<file path="src/rtl/leb128_fetch_pkg.sv">
// Shared LEB128 decode types: error codes and per-width byte limits.
package leb128_fetch_pkg;

  typedef enum logic [1:0] {
    ERR_NONE     = 2'd0,
    ERR_MEM      = 2'd1,
    ERR_TOO_LONG = 2'd2,
    ERR_BOUNDS   = 2'd3
  } err_t;

  localparam logic [3:0] LEB_MAX32 = 4'd5;
  localparam logic [3:0] LEB_MAX64 = 4'd10;

endpackage

</file>
<file path="src/rtl/leb128_accum.sv">
// Combinational LEB128 byte merge: ORs the 7 payload bits in at the current shift,
// sign-extends and narrows on the final byte, and flags last byte / byte-count limit.
module leb128_accum
  import leb128_fetch_pkg::*;
(
  input  logic [63:0] acc,
  input  logic [7:0]  data,
  input  logic [6:0]  shift,
  input  logic [3:0]  count,
  input  logic        signed_mode,
  input  logic        width64,
  output logic [63:0] acc_next,
  output logic        last,
  output logic        overflow
);

  logic [63:0] merged;
  logic [6:0]  top;

  always_comb begin
    top      = shift + 7'd7;
    last     = ~data[7];
    overflow = (count + 4'd1) == (width64 ? LEB_MAX64 : LEB_MAX32);
    // Payload bits shifted past bit 63 fall off naturally.
    merged   = acc | ({57'd0, data[6:0]} << shift);
    if (last && signed_mode && data[6] && (top < 7'd64))
      merged = merged | (~64'd0 << top);
    acc_next = merged;
    if (last && !width64)
      acc_next = signed_mode ? {{32{merged[31]}}, merged[31:0]} : {32'd0, merged[31:0]};
  end

endmodule

</file>
<file path="src/rtl/leb128_fetch.sv">
// Multi-cycle LEB128 immediate fetch: one ROM byte per ADDR/DATA pair, result
// registered with a one-cycle done pulse; start is only accepted in IDLE.
module leb128_fetch
  import leb128_fetch_pkg::*;
#(
  parameter int MEM_DEPTH = 3,
  parameter int MEM_EXTRA = 4
) (
  input  logic                       clk,
  input  logic                       reset,
  input  logic                       start,
  input  logic                       signed_mode,
  input  logic                       width64,
  input  logic [MEM_DEPTH:0]         start_addr,
  output logic [MEM_DEPTH:0]         mem_addr,
  output logic [MEM_EXTRA-1:0]       mem_extra,
  input  logic [2**MEM_EXTRA*8-1:0]  mem_data,
  input  logic                       mem_error,
  output logic                       busy,
  output logic                       done,
  output logic [63:0]                value,
  output logic [MEM_DEPTH:0]         next_addr,
  output logic [3:0]                 length,
  output err_t                       err
);

  typedef enum logic [1:0] {S_IDLE, S_ADDR, S_DATA, S_DONE} state_t;

  localparam logic [MEM_DEPTH:0] ADDR_ONE = 1;

  state_t             state;
  logic [MEM_DEPTH:0] cur;
  logic [63:0]        acc;
  logic [6:0]         shift;
  logic [3:0]         count;
  logic               sm;
  logic               w64;
  logic [63:0]        acc_next;
  logic               last;
  logic               overflow;
  logic               unused_data;

  // Only the low byte of the ROM burst carries the immediate.
  assign unused_data = ^mem_data;
  assign mem_extra   = '0;

  leb128_accum u_accum (
    .acc         (acc),
    .data        (mem_data[7:0]),
    .shift       (shift),
    .count       (count),
    .signed_mode (sm),
    .width64     (w64),
    .acc_next    (acc_next),
    .last        (last),
    .overflow    (overflow)
  );

  always_ff @(posedge clk) begin
    if (reset) begin
      state     <= S_IDLE;
      cur       <= '0;
      acc       <= '0;
      shift     <= '0;
      count     <= '0;
      sm        <= 1'b0;
      w64       <= 1'b0;
      mem_addr  <= '0;
      busy      <= 1'b0;
      done      <= 1'b0;
      value     <= '0;
      next_addr <= '0;
      length    <= '0;
      err       <= ERR_NONE;
    end else begin
      done <= 1'b0;
      unique case (state)
        S_IDLE: begin
          if (start) begin
            cur      <= start_addr;
            mem_addr <= start_addr;
            sm       <= signed_mode;
            w64      <= width64;
            acc      <= '0;
            shift    <= '0;
            count    <= '0;
            busy     <= 1'b1;
            state    <= S_ADDR;
          end
        end
        S_ADDR: state <= S_DATA;
        S_DATA: begin
          if (mem_error || last || overflow || (&cur)) begin
            done      <= 1'b1;
            state     <= S_DONE;
            next_addr <= cur + ADDR_ONE;
            length    <= mem_error ? count : count + 4'd1;
            value     <= (!mem_error && last) ? acc_next : '0;
            if (mem_error)     err <= ERR_MEM;
            else if (last)     err <= ERR_NONE;
            else if (overflow) err <= ERR_TOO_LONG;
            else               err <= ERR_BOUNDS;
          end else begin
            cur      <= cur + ADDR_ONE;
            mem_addr <= cur + ADDR_ONE;
            acc      <= acc_next;
            shift    <= shift + 7'd7;
            count    <= count + 4'd1;
            state    <= S_ADDR;
          end
        end
        S_DONE: begin
          busy  <= 1'b0;
          state <= S_IDLE;
        end
        default: state <= S_IDLE;
      endcase
    end
  end

endmodule

</file>
<file path="config.mk">
export PLATFORM = sky130hd
export DESIGN_NAME = leb128_fetch
export DESIGN_NICKNAME = d
export VERILOG_FILES = /design/src/rtl/leb128_fetch_pkg.sv /design/src/rtl/leb128_accum.sv /design/src/rtl/leb128_fetch.sv
export SDC_FILE = /design/constraint.sdc
export NUM_CORES = 1
export LEC_CHECK = 0
export BUFFER_PORTS_ARGS = -buffer_cell sky130_fd_sc_hd__buf_2
export CAP_MARGIN = 20
export CORE_MARGIN = 5
export CORE_UTILIZATION = 54
export CTS_BUF_LIST = sky130_fd_sc_hd__clkbuf_8
export CTS_CLUSTER_SIZE = 24
export DETAILED_ROUTE_END_ITERATION = 10
export PLACE_DENSITY_LB_ADDON = 0.15
export SYNTH_ARGS = -nofsm -noshare
export SYNTH_HDL_FRONTEND = slang
export SYNTH_SLANG_ARGS = --single-unit
export TNS_END_PERCENT = 10
</file>
<file path="constraint.sdc">
create_clock -name clk -period 4.05 [get_ports clk]
set_clock_uncertainty 0.2 [all_clocks]
set_input_delay 0.405 -clock clk [delete_from_list [all_inputs] [get_ports clk]]
set_output_delay 0.405 -clock clk [all_outputs]
set_load 0.02 [all_outputs]
</file>
After elaboration in Yosys (flattened, before gate mapping)
Cells that the tools add are included.
{"block": "classes", "add_sub_neg": 3, "n_reduce_logical": 19, "muxes": 27, "n_shift": 2, "n_eq_ne": 6, "n_bitwise": 4, "order_cmp": 1}
{"cell": "$mux 64", "count": 6}
{"cell": "$or 64x64->64", "count": 2}
{"cell": "$pmux 64 s2", "count": 1}
{"cell": "$shl 64x7->64 const A", "count": 1}
{"cell": "$shl 7x7->64", "count": 1}
{"cell": "$mux 4", "count": 6}
{"cell": "$pmux 4 s2", "count": 2}
{"cell": "$mux 7", "count": 2}
{"cell": "$pmux 7 s2", "count": 1}
{"cell": "$add 4x1->4 const B", "count": 2}
{"cell": "$mux 2", "count": 4}
{"cell": "$pmux 2 s4", "count": 1}
{"cell": "$add 7x3->7 const B", "count": 1}
{"cell": "$lt 7x7->1 const B", "count": 1}
{"cell": "$reduce_and 2->1", "count": 3}
{"cell": "$logic_and 1x1->1", "count": 5}
{"cell": "$eq 2x2->1 const B", "count": 2}
{"cell": "$eq 4x4->1", "count": 1}
{"cell": "$ne 2x2->1 const B", "count": 2}
{"cell": "$reduce_and 4->1", "count": 1}
{"cell": "$reduce_bool 2->1", "count": 2}
{"cell": "$logic_or 1x1->1", "count": 3}
{"cell": "$mux 1", "count": 3}
{"cell": "$reduce_and 3->1", "count": 1}
{"cell": "6 further kinds", "count": 8}
{"block": "totals", "ff_bits": 159, "out_inout_bits": 84, "word_cells": 75}

Longest topological paths before layout
Gate-level depths: netlist of the first run.
{"block": "depth", "word_depth": 9, "depth_mapped": 12}

Hierarchy
Synthesis of the first run repeated with hierarchy kept, for this count alone.
{"block": "unflattened", "cells_unflattened": 827, "area_unflattened_um2": 7490.9}
{"mod": "leb128_fetch", "n_inst": 1, "seq_area_each_um2": 3183.1, "area_each_um2": 5267.6, "cells_per_inst": 450}
{"mod": "leb128_accum", "n_inst": 1, "seq_area_each_um2": 0.0, "area_each_um2": 2223.4, "cells_per_inst": 377}

Least setup slack after synthesis of the first run
Ideal clock, no wire load.
{"block": "synth_path", "path_type": "reg2reg", "startpoint": "reg shift[1]", "endpoint": "reg acc[61]", "stages_incl_launch_ff": 12, "synth_period_minus_slack_ns": 2.969, "required_time_ns": 3.717, "arrival_ns": 2.636, "slack_ns": 1.081, "cell_sequence": "dfxtp_1 > buf_6 > clkbuf_1 > inv_1 > ha_1 > nor2b_1 > o31a_1 > nand2_1 > clkbuf_1 > a21oi_1 > a2111oi_0 > o2bb2ai_1"}
{"block": "synth_between", "elab_chain_len": 8, "elab_cells_between_ends": 12, "classes_between": "1 x add/sub; 1 x order compare; 2 x shift; 5 x mux; 2 x bitwise; 1 x reduce/logical"}
{"item": "start, declared", "line_no": "leb128_fetch.sv:34", "rtl": "logic [6:0] shift;"}
{"item": "start signal, assigned", "line_no": "leb128_fetch.sv:107", "rtl": "shift <= shift + 7'd7;"}
{"item": "$add 7x3->7 or $shl 7x7->64 (tied branches)", "line_no": "leb128_accum.sv:21, leb128_accum.sv:25"}
{"item": "$shl 64x7->64 (tied with other cells)", "line_no": "leb128_accum.sv:27", "rtl": "merged = merged | (~64'd0 << top);"}
{"item": "$or 64x64->64 or $logic_and 1x1->1 (tied branches)", "line_no": "leb128_accum.sv:27, leb128_accum.sv:26"}
{"item": "$mux 64 *", "line_no": "leb128_accum.sv:26", "rtl": "if (last && signed_mode && data[6] && (top < 7'd64))"}
{"item": "$mux 64", "line_no": "leb128_accum.sv:30", "rtl": "acc_next = signed_mode ? {{32{merged[31]}}, merged[31:0]} : {32'd0, merged[31:0]};"}
{"item": "$mux 64 *", "line_no": "leb128_accum.sv:29", "rtl": "if (last && !width64)"}
{"item": "$mux 64 *", "line_no": "leb128_fetch.sv:93", "rtl": "if (mem_error || last || overflow || (&cur)) begin"}
{"item": "$pmux 64 s2 *", "line_no": "leb128_fetch.sv:77", "rtl": "unique case (state)"}
{"item": "end signal, assigned", "line_no": "leb128_fetch.sv:106", "rtl": "acc <= acc_next;"}
{"item": "end, declared", "line_no": "leb128_fetch.sv:33", "rtl": "logic [63:0] acc;"}
Mark *: on every way between the ends. The rest lies on a longest branch, timed or not. The select of a mux whose other input is x is not followed.
A chain may end at the register's enable or synchronous reset.

Worst setup path after layout of the first run
{"block": "layout_path", "startpoint": "reg count[0]", "endpoint": "reg acc[44]"}
{"block": "layout_between", "elab_chain_len": 6}
{"item": "start, declared", "line_no": "leb128_fetch.sv:35", "rtl": "logic [3:0] count;"}
{"item": "start signal, assigned", "line_no": "leb128_fetch.sv:108", "rtl": "count <= count + 4'd1;"}
{"item": "$add 4x1->4", "line_no": "leb128_accum.sv:23", "rtl": "overflow = (count + 4'd1) == (width64 ? LEB_MAX64 : LEB_MAX32);"}
{"item": "$eq 4x4->1", "line_no": "leb128_accum.sv:23"}
{"item": "$logic_or 1x1->1 (2 in a row)", "line_no": "leb128_fetch.sv:93"}
{"item": "$ne 2x2->1 (no source line)"}
{"item": "$reduce_and 3->1 (no source line)"}
Every way passes these cells.

==> results.json, run 1 <==
{
  "finalSetupTns_ps": 0,
  "core_area_mm2": 0.0139,
  "max_freq_ghz": 0.285,
  "synth-async-reset-ratio_pct": 0,
  "dp.cells": 1103,
  "path_buf_inv": 1,
  "worstPathRequired_ps": 4270,
  "drt-total-wl_um": 29400,
  "synth_area_mm2": 0.00768,
  "hold_end": "cur[1]",
  "fill_cells": 1147,
  "final_area_mm2": 0.00902,
  "grt_pass1_vias": 7535,
  "worst_pin_slew_ps": 1020,
  "ys_top_cells_by_count": "dfxtp_1 (159), nor2_1 (64), nand2_1 (60)",
  "reg2reg_to": "acc[44]",
  "cts_tree": "yes",
  "dieArea_mm2": 0.0167,
  "fin_hold_ws_ps": 9.31,
  "maxCapViolCount": 0,
  "grt_pass1_wl_um": 44700,
  "worst_path_max_delay_cell": "buf_4",
  "end_kind": "flip-flop",
  "final_cells": 1140,
  "cts_num_sinks": 159,
  "drt_first_pass_iters": 8,
  "antenna_cells": 0,
  "crit_start": "count[0]",
  "drt-vias-per-instance": 6.82,
  "crit_path_max_incr_delay_ps": 560,
  "port-buffer-count": 97,
  "synth_top_area_share_pct": 41.4,
  "fin_util_pct": 64.7,
  "finalHoldViolCount": 0,
  "grt_max_degree": 56,
  "total_power_mw": 3.50,
  "setup_viol": 0,
  "ir_drop_v": 0.000301,
  "synth_cell_types": 75,
  "hold_path_class": "input pin to flip-flop",
  "rows": 43,
  "syn_inst": 851,
  "grtUsageTotal_pct": 35.4,
  "crit_path_start_kind": "flip-flop",
  "antenna_found_initial": 0,
  "min_from": "start_addr[1]",
  "numCtsBuffers": 17,
  "drive_gt1_share_pct": 21.7,
  "synth.most_common_cell": "dfxtp_1",
  "yosys_most_used_dff": "dfxtp_1",
  "ant_nets": 0,
  "path_clk_slew_ps": 90,
  "clk_latency_ps": 480,
  "path_cells": "ha_1, or4_1, mux2i_1, o211a_2, o21ai_1, nor2_4, buf_4, a22o_1",
  "area_delta_synth_final_pct": 17.4,
  "ys.warnings.count": 0,
  "placed_cell_area_mm2": 0.00847,
  "htree_levels": 4,
  "finalNetCount": 1091,
  "yosysSeqAreaShare_pct": 41.4,
  "cts_root_buf": "clkbuf_8",
  "crit_type": "flip-flop to flip-flop",
  "dp_slack_ps": 668,
  "ys_seq_elements": 159,
  "dp_hpwl_um": 21100,
  "regArea_mm2": 0.00318,
  "r2r_setup_slack_ps": 540,
  "via_count": 7772,
  "synth_top_area_cell": "dfxtp_1",
  "route.detailed.drc": 0,
  "path_delay_family": "compound AO/OA/AOI/OAI gates",
  "slew_violations": 0,
  "multiInputGateArea_mm2": 0.00418,
  "cp_data_arrival_time_ps": 3730,
  "initial_core_util_pct": 55.1,
  "synth.avg_cell_area_um2": 9.03,
  "rsz0062_at_grt": "no",
  "power_density_mw_per_mm2": 388,
  "clockBufferDepth": 2,
  "holdPathStages": 3,
  "r2r-start": "count[0]",
  "dieWidth_um": 129,
  "synth.area.top_cells": "dfxtp_1 (41%), a22o_1 (6.3%), o2bb2ai_1 (6.0%), a21oi_1 (3.4%), nor2_1 (3.1%)",
  "p_leak_nw": 3.68,
  "io_pins": 222,
  "relSlewSlack_pct": 31.5,
  "grt_overflow_total": 0,
  "drt-wirelength-per-cell_um": 25.8,
  "die_h_um": 129,
  "first_iter_violations": 1105,
  "worstPathMaxFanout": 55,
  "synth-edff-count": 0,
  "post_cts_buffers": 0,
  "post-route-period-util_pct": 86.6,
  "rr_worst_depth": 8,
  "layout_setup_ws_ps": 543,
  "gp_congestion": 1.02,
  "status": "finished, final reports clean",
  "fin_crit_ps": 3510
}
==> cell usage in the layout (no fill, tap or decap), drive strengths merged, types with 19 or more instances in the layout <==
cell / n
dfxtp: 159
nand2: 60
nor2: 65
a21oi: 52
clkbuf: 19
o2bb2ai: 53
nand3: 25
buf: 144
a22o: 55
nor3: 26
==> sequential cells by signal (all words and copies together), names as in the netlist <==
| name | flops |
|---|---|
| next_addr | 4 |
| count | 4 |
| sm | 1 |
| done | 1 |
| busy | 1 |
| acc | 64 |
| err | 2 |
| shift | 7 |
| w64 | 1 |
| value | 64 |
| cur | 4 |
| state | 2 |
| length | 4 |
==> worst min-delay path, cell delays in order <==
cell      delay, ps
buf_2           100
nand2_1          60
a311oi_1         90
==> per-layer routing <==
metal,up-vias,routed length (µm),GRT usage [%]
met5,-,0,0
met4,0,1490,15.3
met3,131,2670,7.34
met1,3706,12100,47.3
met2,524,13100,55.8
li1,3411,-,-
==> worst max path at each step <==
stage                           end  slack, ps  depth (start not counted)
final                       acc[44]        540                          8
after CTS                   acc[44]        630                          8
after detailed placement    acc[43]        670                          8
after global placement    value[32]        500                          8
after floorplan             acc[61]       1080                         11
after global routing        acc[24]        370                          8
==> cell type report <==
cell class	count	area share [%]
Timing Repair Buffer	148	9.82
Clock buffer	19	2.90
Multi-Input combinational cell	610	46.3
Clock inverter	13	2.72
Sequential cell	159	35.3
Inverter	11	0.458
Tap cell	180	2.50
==> timing repair <==
action	4_1_cts	5_1_grt
gates resized for setup	0	0
hold buffers	4	0
hold endpoints to repair	4	0
setup endpoints to repair	0	0
==> where the power goes <==
part / internal [mW] / switching [mW] / leakage [nW] / total (mW)
sequential: 1.58 / 0.0183 / 1.28 / 1.60
combinational: 0.128 / 0.274 / 2.15 / 0.401
clock: 0.844 / 0.654 / 0.251 / 1.50
==> cells by family (layout without fill, tap and decap cells) <==
| group | after synthesis | in the layout | synth area share (%) |
|---|---|---|---|
| flip-flops | 159 | 159 | 41.4 |
| other | 1 | 4 | 0.0488 |
| adder cells (fa/ha/maj) | 6 | 6 | 0.977 |
| XOR/XNOR | 12 | 12 | 1.37 |
| AO/OA/AOI/OAI | 305 | 305 | 30.7 |
| AND/OR/NAND/NOR | 255 | 255 | 16.3 |
| buffers and inverters | 85 | 191 | 4.77 |
| multiplexers | 28 | 28 | 4.33 |
No activity file was read; power rests on OpenSTA's default activity.
==> run 2: changes to the inputs <==
--- a/config.mk
+++ b/config.mk
@@ -12,6 +12,7 @@
 export CTS_BUF_LIST = sky130_fd_sc_hd__clkbuf_8
 export CTS_CLUSTER_SIZE = 24
 export DETAILED_ROUTE_END_ITERATION = 10
+export HOLD_SLACK_MARGIN = 0.06
 export PLACE_DENSITY_LB_ADDON = 0.15
 export SYNTH_ARGS = -nofsm -noshare
 export SYNTH_HDL_FRONTEND = slang
==> results.json, run 2 (synthesized netlist as in run 1, its figures left out) <==
{
  "finalNetCount": 1092,
  "dieWidth_um": 129,
  "r2r-start": "count[0]",
  "fin_hold_ws_ps": 116,
  "htree_levels": 4,
  "cts_num_sinks": 159,
  "reg_top3": "acc (64), value (64), shift (7)",
  "p_leak_nw": 3.68,
  "layout_common_cells": "dfxtp_1 (159), buf_2 (99), nor2_1 (64)",
  "reg2reg_to": "acc[8]",
  "r2r_setup_slack_ps": 540,
  "fin_util_pct": 64.8,
  "crit_path_max_incr_delay_ps": 570,
  "regArea_mm2": 0.00318,
  "layout_setup_ws_ps": 538,
  "multiInputGateArea_mm2": 0.00418,
  "worst_pin_slew_ps": 1030,
  "initial_core_util_pct": 55.1,
  "worstPathMaxFanout": 55,
  "numCtsBuffers": 17,
  "relSlewSlack_pct": 31.3,
  "rr_worst_depth": 8,
  "crit_path_end": "acc[8]",
  "clockBufferDepth": 2,
  "fin_crit_ps": 3510,
  "io_pins": 222,
  "drt-wirelength-per-cell_um": 26.0,
  "fill_cells": 1144,
  "path_cells": "ha_1, or4_1, mux2i_1, o211a_2, o21ai_1, nor2_4, buf_4, a22o_1",
  "rsz0062_at_grt": "no",
  "finalHoldViolCount": 0,
  "grt_overflow_total": 0,
  "finalSetupTns_ps": 0,
  "cts_tree": "yes",
  "slew_violations": 0,
  "maxCapViolCount": 0,
  "grt_pass1_wl_um": 44900,
  "ir_drop_v": 0.000303,
  "drt-vias-per-instance": 6.84,
  "port-buffer-count": 97,
  "setup_viol": 0,
  "path_delay_family": "compound AO/OA/AOI/OAI gates",
  "worstPathRequired_ps": 4260,
  "cts_root_buf": "clkbuf_8",
  "final_cells": 1141,
  "hold_path_class": "input pin to flip-flop",
  "grt_max_degree": 56,
  "crit_path_start_kind": "flip-flop",
  "antenna_cells": 0,
  "die_h_um": 129,
  "crit_start": "count[0]",
  "dp_hpwl_um": 21100,
  "cp_data_arrival_time_ps": 3730,
  "antenna_found_initial": 0,
  "crit_type": "flip-flop to flip-flop",
  "grtUsageTotal_pct": 35.6,
  "drive_gt1_share_pct": 21.6,
  "dp.cells": 1103,
  "clk_latency_ps": 470,
  "crit_cells": 8,
  "end_kind": "flip-flop",
  "post-route-period-util_pct": 86.7,
  "worst_path_max_delay_cell": "buf_4",
  "first_iter_violations": 1034,
  "gp_congestion": 1.02,
  "final_common_cell": "dfxtp_1",
  "path_buf_inv": 1,
  "rows": 43,
  "grt_pass1_vias": 7585,
  "max_freq_ghz": 0.285,
  "via_count": 7804,
  "ant_nets": 0,
  "core_area_mm2": 0.0139,
  "post_cts.resized_instances": 0,
  "status": "finished, final reports clean",
  "drt-total-wl_um": 29600,
  "route.detailed.drc": 0,
  "dieArea_mm2": 0.0167,
  "drt_first_pass_iters": 6,
  "dp_slack_ps": 668,
  "path_clk_slew_ps": 90,
  "power_density_mw_per_mm2": 388,
  "area_delta_synth_final_pct": 17.5
}
-- run 2: worst min-delay path by stage --
| stage | slack, ps | depth (start not counted) | to | from |
|---|---|---|---|---|
| 2_1_floorplan | 230 | 1 | acc[56] | acc[56] |
| 3_3_place_gp | 240 | 1 | value[21] | value[21] |
| 3_5_place_dp | 240 | 1 | value[9] | value[9] |
| 4_1_cts | 100 | 5 | cur[2] | start_addr[2] |
| 5_1_grt | 120 | 5 | cur[2] | start_addr[2] |
| 6_report | 120 | 5 | cur[2] | start_addr[2] |
-- run 2: cell type report --
cell class	instances	share of cell area, %
flip-flops and latches	159	35.3
clock inverters	13	2.72
multi-input cells	610	46.3
well taps	180	2.49
repair buffers	149	9.92
clock buffers	19	2.90
inverters	11	0.457
-- run 2: what timing repair did --
| action | 4_1_cts | 5_1_grt |
|---|---|---|
| hold endpoints to repair | 5 | 0 |
| buffers inserted | 0 | 0 |
| hold buffers | 5 | 0 |
-- run 2: metal layers --
layer  part of all wire, %  vias to the layer above  GRT usage [%]
met1                    40                     3744           47.4
li1                      -                     3424              -
met4                   4.8                        0           15.3
met2                    45                      520           56.3
met3                   9.6                      116           7.17
met5                     0                        -              0
-- run 2: metrics by stage --
stage	power, mW	area, µm²
finish	3.50	9030
global route	3.58	9030
CTS	3.48	9020
detailed placement	2.01	8470
global placement	2.01	8460
floorplan	1.87	7690
-- run 2: power breakdown --
group	internal (mW)	leakage [nW]	switching, mW
logic	0.128	2.15	0.273
registers	1.58	1.28	0.0189
clock network	0.844	0.251	0.652
total	2.55	3.68	0.944
-- run 2: worst min-delay path, delay by kind of cell --
family / cells / cell delay (ps)
AOI/OAI and AO/OA: 2 / 130
buffers and inverters: 1 / 100
and+or+nand+nor: 2 / 110
